<file path="src/rtl/serial_bit_tx.sv">
// serial_bit_tx: frames a WIDTH-bit word as start(0), data LSB first,
// optional even parity, stop(1), each bit held CLKS_PER_BIT cycles.
// sd/busy/done are registered from the next-state values, so the line
// reflects a state on the cycle the FSM enters it.
//
//   state  | meaning
//   -------+-------------------------------------------------------
//   IDLE   | line high, in_ready=1, waiting for a transfer
//   START  | driving the start bit (0)
//   DATA   | driving shift_q[0], one data bit per bit period
//   PARITY | driving the even-parity bit of the latched word
//   STOP   | driving the stop bit (1); done follows on exit
module serial_bit_tx #(
  parameter int WIDTH        = 8,
  parameter int CLKS_PER_BIT = 4,
  parameter int PARITY_EN    = 0
) (
  input  logic             clk,
  input  logic             rst,
  input  logic [WIDTH-1:0] in_data,
  input  logic             in_valid,
  output logic             in_ready,
  output logic             sd,
  output logic             busy,
  output logic             done
);

  localparam int CW = $clog2(CLKS_PER_BIT) + 1;
  localparam int IW = $clog2(WIDTH) + 1;
  localparam logic [CW-1:0] CNT_LAST = CW'(CLKS_PER_BIT - 1);
  localparam logic [IW-1:0] IDX_LAST = IW'(WIDTH - 1);

  typedef enum logic [2:0] {
    IDLE   = 3'd0,
    START  = 3'd1,
    DATA   = 3'd2,
    PARITY = 3'd3,
    STOP   = 3'd4
  } state_t;

  state_t           state_q, state_d;
  logic [CW-1:0]    cnt_q, cnt_d;
  logic [IW-1:0]    idx_q, idx_d;
  logic [WIDTH-1:0] shift_q, shift_d;
  logic             parity_q, parity_d;
  logic             cnt_last;
  logic             sd_d, busy_d, done_d;

  // in_ready is purely a function of state so the source sees it the same cycle
  assign in_ready = (state_q == IDLE);
  assign cnt_last = (cnt_q == CNT_LAST);

  // State and datapath registers
  always_ff @(posedge clk or posedge rst) begin
    if (rst) begin
      state_q  <= IDLE;
      cnt_q    <= '0;
      idx_q    <= '0;
      shift_q  <= '0;
      parity_q <= 1'b0;
    end else begin
      state_q  <= state_d;
      cnt_q    <= cnt_d;
      idx_q    <= idx_d;
      shift_q  <= shift_d;
      parity_q <= parity_d;
    end
  end

  // Next-state and datapath update; the cycle counter wraps at every bit boundary
  always_comb begin
    state_d  = state_q;
    cnt_d    = cnt_q;
    idx_d    = idx_q;
    shift_d  = shift_q;
    parity_d = parity_q;
    case (state_q)
      IDLE: begin
        if (in_valid) begin
          state_d  = START;
          cnt_d    = '0;
          idx_d    = '0;
          shift_d  = in_data;
          parity_d = ^in_data;
        end
      end
      START: begin
        if (cnt_last) begin
          state_d = DATA;
          cnt_d   = '0;
          idx_d   = '0;
        end else begin
          cnt_d = cnt_q + CW'(1);
        end
      end
      DATA: begin
        if (cnt_last) begin
          cnt_d   = '0;
          shift_d = shift_q >> 1;
          if (idx_q == IDX_LAST) begin
            state_d = (PARITY_EN != 0) ? PARITY : STOP;
          end else begin
            idx_d = idx_q + IW'(1);
          end
        end else begin
          cnt_d = cnt_q + CW'(1);
        end
      end
      PARITY: begin
        if (cnt_last) begin
          state_d = STOP;
          cnt_d   = '0;
        end else begin
          cnt_d = cnt_q + CW'(1);
        end
      end
      STOP: begin
        if (cnt_last) begin
          state_d = IDLE;
          cnt_d   = '0;
        end else begin
          cnt_d = cnt_q + CW'(1);
        end
      end
      default: begin
        state_d = IDLE;
        cnt_d   = '0;
      end
    endcase
  end

  // Output decode from the upcoming state so the registered line lines up with it
  always_comb begin
    sd_d   = 1'b1;
    busy_d = (state_d != IDLE);
    done_d = (state_q == STOP) && (state_d == IDLE);
    case (state_d)
      START:   sd_d = 1'b0;
      DATA:    sd_d = shift_d[0];
      PARITY:  sd_d = parity_d;
      default: sd_d = 1'b1;
    endcase
  end

  // Registered outputs; reset drops the line back to idle-high at once
  always_ff @(posedge clk or posedge rst) begin
    if (rst) begin
      sd   <= 1'b1;
      busy <= 1'b0;
      done <= 1'b0;
    end else begin
      sd   <= sd_d;
      busy <= busy_d;
      done <= done_d;
    end
  end

endmodule

</file>
<file path="config.mk">
export PLATFORM = sky130hd
export DESIGN_NAME = serial_bit_tx
export DESIGN_NICKNAME = d
export VERILOG_FILES = /design/src/rtl/serial_bit_tx.sv
export SDC_FILE = /design/constraint.sdc
export NUM_CORES = 1
export LEC_CHECK = 0
export CORE_ASPECT_RATIO = 1.5
export CORE_MARGIN = 5
export CORE_UTILIZATION = 40
export CTS_BUF_LIST = sky130_fd_sc_hd__clkbuf_4
export DETAILED_ROUTE_END_ITERATION = 6
export MAX_ROUTING_LAYER = met4
export PLACE_DENSITY = 0.67
export SLEW_MARGIN = 25
export SYNTH_ARGS = -nofsm -noshare
export SYNTH_HDL_FRONTEND = slang
export SYNTH_SLANG_ARGS = --single-unit
</file>
<file path="constraint.sdc">
create_clock -name clk -period 2.9 [get_ports clk]
set_input_delay 0.435 -clock clk [delete_from_list [all_inputs] [get_ports clk]]
set_output_delay 0.435 -clock clk [all_outputs]
set_load 0.05 [all_outputs]
</file>
==> results of run 1 <==
[area by class of cell]
cell class	instances	area, um^2
fill	274	1483
sequential	22	551.8
multi-input combinational	81	539.3
timing repair buffer	16	155.1
tap	39	48.80
clock inverter	1	30.03
clock buffer	3	22.52
inverter	6	22.52
[cells by family after synthesis]
family	count (synthesis)
AOI/OAI and AO/OA	32
xor gates and xnor gates	7
adders and majority gates	2
buffers and inverters	11
DFF	22
muxes	1
and+or+nand+nor	39
[cells in the mapped netlist (2+ instances only)]
master	n	area, um^2
ha_1	2	25.02
nor3_1	3	15.01
and2_1	2	12.51
inv_1	5	18.77
a22oi_1	6	45.04
buf_4	3	22.52
o21ai_1	3	15.01
o21ai_0	4	20.02
nand4_1	2	12.51
a21oi_1	4	20.02
dfrtp_1	21	525.5
nand2_1	18	67.56
a31oi_1	3	18.77
a221o_1	2	20.02
nor2_1	5	18.77
xnor2_1	7	61.31
[per-layer routing]
layer | track usage, % | wire length, um
met3 | 2.348 | 64
met4 | 6.250 | 39
met2 | 22.78 | 1238
met5 | - | 0
met1 | 14.69 | 946
[critical path, delay by kind of cell (launching register included)]
kind,cells,cell delay [ns]
buf+inv,1,0.86
flops,1,0.55
simple gates,1,0.31
[worst paths after layout]
check | start | cells past startpoint | to | slack, ns
hold reg to reg | shift_q[3] | 2 | shift_q[3] | 0.50
min in group asynchronous | rst | 2 | shift_q[1] | 0.57
setup / recovery | state_q[2] | 2 | in_ready | 0.43
hold / removal | shift_q[3] | 2 | shift_q[3] | 0.50
setup reg to reg | cnt_q[0] | 7 | idx_q[0] | 0.85
max in group asynchronous | rst | 2 | shift_q[3] | 1.82
[per-stage QoR]
| stage | hold slack, ns | util (%) | power [W] |
|---|---|---|---|
| floorplan | 0.4235 | - | 0.001023 |
| global placement | 0.4682 | 46.18 | 0.001149 |
| detailed placement | 0.4673 | 46.18 | 0.001166 |
| CTS | 0.5000 | 48.03 | 0.001401 |
| global route | 0.5164 | 48.03 | 0.001486 |
| finish | 0.5010 | 48.03 | 0.001392 |
[sequential cells by signal, summed over array words and instances (netlist names)]
register  cells
shift_q       8
idx_q         4
cnt_q         3
state_q       3
busy          1
done          1
parity_q      1
sd            1
[power breakdown]
part,internal (W),switching (W)
Sequential,0.000422,0.000108
Combinational,0.000260,0.000367
Clock,0.000140,0.0000960
==> impl_metrics.tcl, run 1 <==
set metrics [dict create \
    clock-skew-final_ns 0.001087 \
    synth_top_family_by_area "compound AO/OA/AOI/OAI gates" \
    finalHoldViolCount 0 \
    status "finished, final reports clean" \
    chipHeight_um 75.74 \
    worstMarginPinSlew_ns 0.8300 \
    drive_gt1_share_pct 12.40 \
    fin_nets 143 \
    wirelength_um 2288 \
    synth-compound-area-share_pct 19.22 \
    grt_pass1_vias 891 \
    drt_iter0_markers 14 \
    slew_violations 0 \
    synthDistinctLibCells 40 \
    die_area_mm2 0.004076 \
    gp_congestion 0.8468 \
    yosysWarnings 0 \
    crit_arrival_ns 2.03 \
    cpPeakStageDelay_ns 0.86 \
    die_w_um 53.83 \
    fin_crit_sh_pct 85.01 \
    place_ws_ns 0.6806 \
    stdcell_count 168 \
    vias_per_cell 5.440 \
    ys_seq_elements 22 \
    worstSetupPathType "reg2out" \
    clock_path_buffers 2 \
    syn_inst 114 \
    syn_nets 127 \
    p_leak_nw 0.5878 \
    synth_edf_count 0 \
    clkLatencyLatePin_ns 0.31 \
    ys.flop_type "dfrtp_1" \
    antenna_found_initial 0 \
    dr.pass1.iters 4 \
    synth_area_per_cell_um2 10.11 \
    crit_path_top_delay_cell "clkdlybuf4s50_1" \
    final_area_mm2 0.001370 \
    cts_setup_buffers 0 \
    cts-htree-levels 1 \
    netlist_area_mm2 0.001152 \
    vias 914 \
    muxShareOfSynthArea_pct 0.9772 \
    ir_worst_vdd_v 0.0005293 \
    synth-seq-area-share_pct 47.88 \
    setup_tns_ns 0 \
    antenna_left 0 \
    placed_cells 164 \
    relSlewSlack_pct 44.61 \
    gr-total-overflow 0 \
    async_flop_share_pct 100.0 \
    cts_tree "yes" \
    dpl_cell_area_mm2 0.001318 \
    fp-row-count 24 \
    max_cap_viol_count 0 \
    areaGrowthSynthToFinish_pct 18.89 \
    setup_viol_count_final 0 \
    cts_resized 0 \
    clock-sinks 22 \
    worstPathMaxFanout 11 \
    synthXorXnorAreaFrac_pct 5.320 \
    numCtsBuffers 3 \
    track_usage_pct 13.33 \
    antennaDiodeCount 0 \
    post_drt_wl_per_cell_um 13.62 \
    grt_max_degree 23 \
    rsz0062_at_grt "no" \
    required_ns 2.47 \
    clk_pin_slew_ns 0.12 \
    drcViolationCount 0 \
    grt_pass1_wl_um 3836 \
    synthAdderAreaFrac_pct 2.172 \
    dp_hpwl_um 1754 \
    fin_ws_ns 0.4347 \
    worst_setup_path_end_kind "primary output" \
    p_per_area_mw_per_mm2 1016 \
    hold_buffers 0 \
    start_util_pct 40.39 \
    port_buffers 14 \
    mostFrequentLayoutCells "dfrtp_1, nand2_1, clkdlybuf4s50_1, xnor2_1, a22oi_1" \
    path_cells "nor3_1 > clkdlybuf4s50_1" \
    core_mm2 0.002853 \
    min_path_type "reg2reg" \
    layout_commonest_cell "dfrtp_1" \
    cp-start-kind "register" \
    synthSimpleGateAreaFrac_pct 19.11 \
    root_buffer "clkbuf_4" \
    io_pins 15 \
    period_minus_slack_ns 2.465 \
    fmax_mhz 405.6 \
]
Power figures use the tool's default switching activity.
==> run 2, diff against run 1 <==
--- a/config.mk
+++ b/config.mk
@@ -5,13 +5,16 @@
 export SDC_FILE = /design/constraint.sdc
 export NUM_CORES = 1
 export LEC_CHECK = 0
+export CELL_PAD_IN_SITES_DETAIL_PLACEMENT = 1
+export CELL_PAD_IN_SITES_GLOBAL_PLACEMENT = 2
 export CORE_ASPECT_RATIO = 1.5
 export CORE_MARGIN = 5
-export CORE_UTILIZATION = 40
+export CORE_UTILIZATION = 36
 export CTS_BUF_LIST = sky130_fd_sc_hd__clkbuf_4
 export DETAILED_ROUTE_END_ITERATION = 6
 export MAX_ROUTING_LAYER = met4
-export PLACE_DENSITY = 0.67
+export PLACE_DENSITY = 0.87
+export REMOVE_ABC_BUFFERS = 1
 export SLEW_MARGIN = 25
 export SYNTH_ARGS = -nofsm -noshare
 export SYNTH_HDL_FRONTEND = slang
==> constraint.sdc (replaced) <==
create_clock -name clk -period 2.4 [get_ports clk]
set_input_delay 0.36 -clock clk [delete_from_list [all_inputs] [get_ports clk]]
set_output_delay 0.36 -clock clk [all_outputs]
set_load 0.05 [all_outputs]
==> run 2 against run 1 <==
Effect of this change:
- cell count grew 1.2%
- via count shrank 0.11%
- global-route usage is 0.31 points higher
- clock power rose by 20%
- first-iteration DRC count down 7.1%
- worst setup slack worse by 0.25 ns
- clock-buffer cell count unchanged
- sequential power rose by 21%
- die area grew 9.3%
- largest cell class unchanged
- cell area grew 0.46%
==> impl_metrics.tcl, run 2 (synthesized netlist as in run 1, its figures left out) <==
set metrics [dict create \
    p_leak_nw 0.5941 \
    crit_arrival_ns 2.42 \
    fillers 365 \
    place_ws_ns 0.2466 \
    p_per_area_mw_per_mm2 1235 \
    final_util_pct 44.00 \
    required_ns 2.61 \
    crit_path_top_delay_cell "nor2b_1" \
    rsz0062_at_grt "no" \
    critPathTopFamily "simple AND/OR/NAND/NOR gates" \
    largest-register "shift_q" \
    drive_gt1_share_pct 13.85 \
    start_util_pct 36.84 \
    mostFrequentLayoutCells "dfrtp_1, nand2_1, clkdlybuf4s50_1, xnor2_1, a22oi_1" \
    clock-skew-final_ns 0.003347 \
    cp-start-kind "register" \
    wirelength_um 2590 \
    areaGrowthSynthToFinish_pct 19.44 \
    numCtsBuffers 3 \
    antenna_found_initial 0 \
    root_buffer "clkbuf_4" \
    core_mm2 0.003128 \
    min_path_type "in2async" \
    drt_iter0_markers 13 \
    fin_nets 144 \
    fmax_mhz 452.3 \
    p_sw_share_pct 41.70 \
    cts_resized 0 \
    seq_power_share_pct 37.7 \
    hold_buffers 0 \
    finalHoldViolCount 0 \
    chipHeight_um 79.30 \
    die_w_um 56.20 \
    layout_commonest_cell "dfrtp_1" \
    clk_pin_slew_ns 0.13 \
    cts_setup_buffers 0 \
    grt_pass1_vias 1015 \
    clock-sinks 22 \
    fin_ws_ns 0.1889 \
    setup_tns_ns 0 \
    combPwrFrac_pct 45.5 \
    port_buffers 14 \
    max_cap_viol_count 0 \
    cts-htree-levels 1 \
    fin_crit_sh_pct 92.13 \
    dp_hpwl_um 1955 \
    dr.pass1.iters 4 \
    worstMarginPinSlew_ns 0.6826 \
    power_frac_clock_pct 16.7 \
    largestRegisters "shift_q: 8 flops, idx_q: 4 flops" \
    gp_congestion 0.8049 \
    status "finished, final reports clean" \
    post_drt_wl_per_cell_um 15.24 \
    vias_per_cell 5.371 \
    worstSetupPathType "reg2reg" \
    slew_violations 0 \
    drcViolationCount 0 \
    period_minus_slack_ns 2.211 \
    ir_worst_vdd_v 0.0004293 \
    largest_reg_flops 8 \
    vias 913 \
    dpl_cell_area_mm2 0.001324 \
    final_area_mm2 0.001376 \
    io_pins 15 \
    worst_setup_path_end_kind "register" \
    die_area_mm2 0.004456 \
    p_int_w 0.0009907 \
    gr-total-overflow 0 \
    path_cells "ha_1 > nor2b_1 > nand2_1 > a221o_1 > a21o_1 > mux2_2" \
    antennaDiodeCount 0 \
    relSlewSlack_pct 54.40 \
    fp-row-count 25 \
    p_sw_w 0.0007086 \
    track_usage_pct 13.64 \
    antenna_left 0 \
    clock_path_buffers 2 \
    path_buf_inv 0 \
    grt_max_degree 23 \
    clkLatencyLatePin_ns 0.31 \
    grt_pass1_wl_um 4657 \
    setup_viol_count_final 0 \
    worstPathMaxFanout 10 \
    cts_tree "yes" \
    cpPeakStageDelay_ns 0.57 \
]
run 2: layout make-up:
cell class                      count  area [um^2]  share of cell area, %
Multi-Input combinational cell     81        539.3                  39.18
Tap cell                           40        50.05                  3.636
Inverter                            6        22.52                  1.636
Timing Repair Buffer               17        160.2                  11.64
Clock buffer                        3        22.52                  1.636
Clock inverter                      1        30.03                  2.182
Sequential cell                    22        551.8                  40.09
run 2: power groups by stage:
stage	Sequential [W]	Clock [W]	Combinational [W]
2_1_floorplan	0.000673	0	0.000517
3_3_place_gp	0.000643	0	0.000741
3_5_place_dp	0.000647	0	0.000776
4_1_cts	0.000639	0.000297	0.000787
5_1_grt	0.000663	0.000312	0.000858
6_report	0.000641	0.000284	0.000774
run 2: routing by layer:
layer  track usage, %  routed length [um]  up-vias
met5                -                   0        -
met4            5.701                  33        0
met1            14.43                1035      454
li1                 -                   -      437
met3            1.789                  61        4
met2            25.18                1459       18
run 2: path summary, 6_finish.rpt:
path | startpoint | endpoint | slack [ns] | cells after the start
min in group clk | shift_q[4] | shift_q[4] | 0.50 | 2
hold / removal | rst | cnt_q[1] | 0.38 | 3
setup reg to reg | cnt_q[0] | idx_q[0] | 0.19 | 6
setup / recovery | cnt_q[0] | idx_q[0] | 0.19 | 6
max in group asynchronous | rst | sd | 1.74 | 3
hold reg to reg | shift_q[4] | shift_q[4] | 0.50 | 2
run 2: through the flow:
stage | total power (W) | hold slack [ns] | cells
2_1_floorplan | 0.001189 | 0.3485 | 109
3_3_place_gp | 0.001384 | 0.4621 | 166
3_5_place_dp | 0.001424 | 0.4737 | 166
4_1_cts | 0.001722 | 0.3751 | 170
5_1_grt | 0.001832 | 0.4021 | 170
6_report | 0.001699 | 0.3797 | 170
run 2: worst min-delay path: stages:
cell and delay (ns):
clkdlybuf4s50_1 0.39, inv_1 0.05, buf_4 0.29
==> run 3, diff against run 2 <==
--- a/config.mk
+++ b/config.mk
@@ -12,6 +12,7 @@
 export CORE_UTILIZATION = 36
 export CTS_BUF_LIST = sky130_fd_sc_hd__clkbuf_4
 export DETAILED_ROUTE_END_ITERATION = 6
+export GPL_TIMING_DRIVEN = 0
 export MAX_ROUTING_LAYER = met4
 export PLACE_DENSITY = 0.87
 export REMOVE_ABC_BUFFERS = 1
==> run 3 against run 2 <==
Effect of this change:
- clock power decreased by 1%
- largest power group unchanged
- global-route usage down 1.2 points
- sequential share of layout area is 0.55 points higher
- clock-buffer cell count did not move
- die area did not move
- register-to-register slack better by 0.13 ns
- highest routed layer unchanged
- worst setup slack better by 0.13 ns
- maximum frequency increased by 6.1%
- sequential power is essentially flat
- first-iteration DRC count grew 31%
- cell area fell by 1.4%
==> impl_metrics.tcl, run 3 (synthesized netlist as in run 1, its figures left out) <==
set metrics [dict create \
    status "finished, final reports clean" \
    port_buffers 14 \
    worstSetupPathType "reg2reg" \
    setup_tns_ns 0 \
    die_w_um 56.20 \
    grt.busiest_layer "met2" \
    crit_arrival_ns 2.32 \
    start_util_pct 36.84 \
    period_minus_slack_ns 2.084 \
    vias 898 \
    fillers 367 \
    post_drt_wl_per_cell_um 14.56 \
    numCtsBuffers 3 \
    p_int_w 0.0009747 \
    clock-sinks 22 \
    grtUsageMet2_pct 22.48 \
    drt_iter0_markers 17 \
    cts-htree-levels 1 \
    antenna_left 0 \
    slew_violations 0 \
    hp-start "shift_q[3]" \
    final_area_mm2 0.001358 \
    die_area_mm2 0.004456 \
    cp-start-kind "register" \
    mostFrequentLayoutCells "dfrtp_1, nand2_1, clkdlybuf4s50_1, xnor2_1, a22oi_1" \
    dpl_cell_area_mm2 0.001304 \
    grt_pass1_wl_um 4312 \
    gr-total-overflow 0 \
    chipHeight_um 79.30 \
    drcViolationCount 0 \
    fin_nets 141 \
    grt_max_degree 23 \
    max_cap_viol_count 0 \
    fin_crit_sh_pct 86.82 \
    layout_commonest_cell "dfrtp_1" \
    areaGrowthSynthToFinish_pct 17.81 \
    cts_tree "yes" \
    p_sw_share_pct 41.44 \
    relSlewSlack_pct 43.75 \
    dr.pass1.iters 4 \
    vias_per_cell 5.377 \
    fp-row-count 25 \
    required_ns 2.64 \
    regToRegStartpoint "state_q[2]" \
    largest-register "shift_q" \
    p_sw_w 0.0006898 \
    worst_setup_path_end_kind "register" \
    worstPathMaxFanout 13 \
    worstMarginPinSlew_ns 0.8428 \
    rsz0062_at_grt "no" \
    fmax_mhz 479.9 \
    power_frac_clock_pct 16.8 \
    startpoint "state_q[2]" \
    antenna_found_initial 0 \
    use_met1_pct 12.99 \
    grt_pass1_vias 978 \
    cts_setup_buffers 0 \
    clock-skew-final_ns 0.0007888 \
    drive_gt1_share_pct 11.81 \
    clock_path_buffers 2 \
    min_path_type "reg2reg" \
    gp_congestion 0.7581 \
    combPwrFrac_pct 44.5 \
    clk_pin_slew_ns 0.12 \
    wirelength_um 2431 \
    clkLatencyLatePin_ns 0.30 \
    finalHoldViolCount 0 \
    seq_power_share_pct 38.7 \
    p_leak_nw 0.5805 \
    root_buffer "clkbuf_4" \
    core_mm2 0.003128 \
    track_usage_pct 12.49 \
    largest_reg_flops 8 \
    io_pins 15 \
    gr-usage-met3_pct 2.114 \
    ir_worst_vdd_v 0.0004961 \
    p_per_area_mw_per_mm2 1226 \
    setup_viol_count_final 0 \
    antennaDiodeCount 0 \
    hold_buffers 0 \
    largestRegisters "shift_q: 8 flops, idx_q: 4 flops" \
    dp_hpwl_um 1872 \
]
==> run 3: cell count changes in the layout (fill, tap and decap cells not counted), sizes merged <==
| cell | delta |
|---|---|
| buf | -4 |
| dlygate4sd2 | +1 |
==> run 3: stage by stage <==
stage	std cells	setup WS, ns	utilization [%]	hold WS, ns	power [W]
finish	167	0.3162	43.40	0.4962	0.001664
global route	167	0.1445	43.40	0.5272	0.001811
CTS	167	0.08594	43.32	0.5006	0.001692
detailed placement	163	0.02188	41.68	0.4697	0.001412
global placement	163	0.04145	41.68	0.4619	0.001369
floorplan	109	0.3092	-	0.3485	0.001189
==> run 3: final cells by class <==
type | count | area [um^2] | area share, %
timing repair buffer | 14 | 138.9 | 10.23
sequential | 22 | 551.8 | 40.65
clock buffer | 3 | 22.52 | 1.659
clock inverter | 1 | 30.03 | 2.212
inverter | 6 | 22.52 | 1.659
tap | 40 | 50.05 | 3.687
multi-input combinational | 81 | 541.8 | 39.91
==> run 3: power by group through the flow <==
stage	sequential, W	clock (W)	combinational (W)
6_report	0.000644	0.000280	0.000741
5_1_grt	0.000665	0.000319	0.000827
4_1_cts	0.000646	0.000292	0.000754
3_5_place_dp	0.000654	0	0.000757
3_3_place_gp	0.000643	0	0.000726
2_1_floorplan	0.000673	0	0.000517
==> run 3: worst paths after layout <==
kind / endpoint / slack [ns] / cells past startpoint
setup / recovery: sd / 0.32 / 5
hold / removal: shift_q[3] / 0.50 / 2
setup reg to reg: sd / 0.32 / 5
hold reg to reg: shift_q[3] / 0.50 / 2
max in group asynchronous: idx_q[0] / 1.37 / 2
min in group asynchronous: parity_q / 0.51 / 2
==> run 3: per-layer routing <==
metal  share of wire, %  vias up
li1                   -      439
met1                 40      441
met2                 54       14
met3                3.3        4
met4                1.8        0
met5                  0        -
==> run 3: timing repair <==
action | in CTS | in global routing
hold endpoints to repair | 0 | 0
endpoints found under the setup margin | 1 | 2
gates resized for setup | 1 | 1
==> run 3: worst max-delay path, stage by stage, from the launching register on <==
cell and delay (ns):
dfrtp_1 0.55, nor4b_4 0.72, a21oi_2 0.19, a221o_1 0.35, o21ai_1 0.12, o31ai_1 0.08
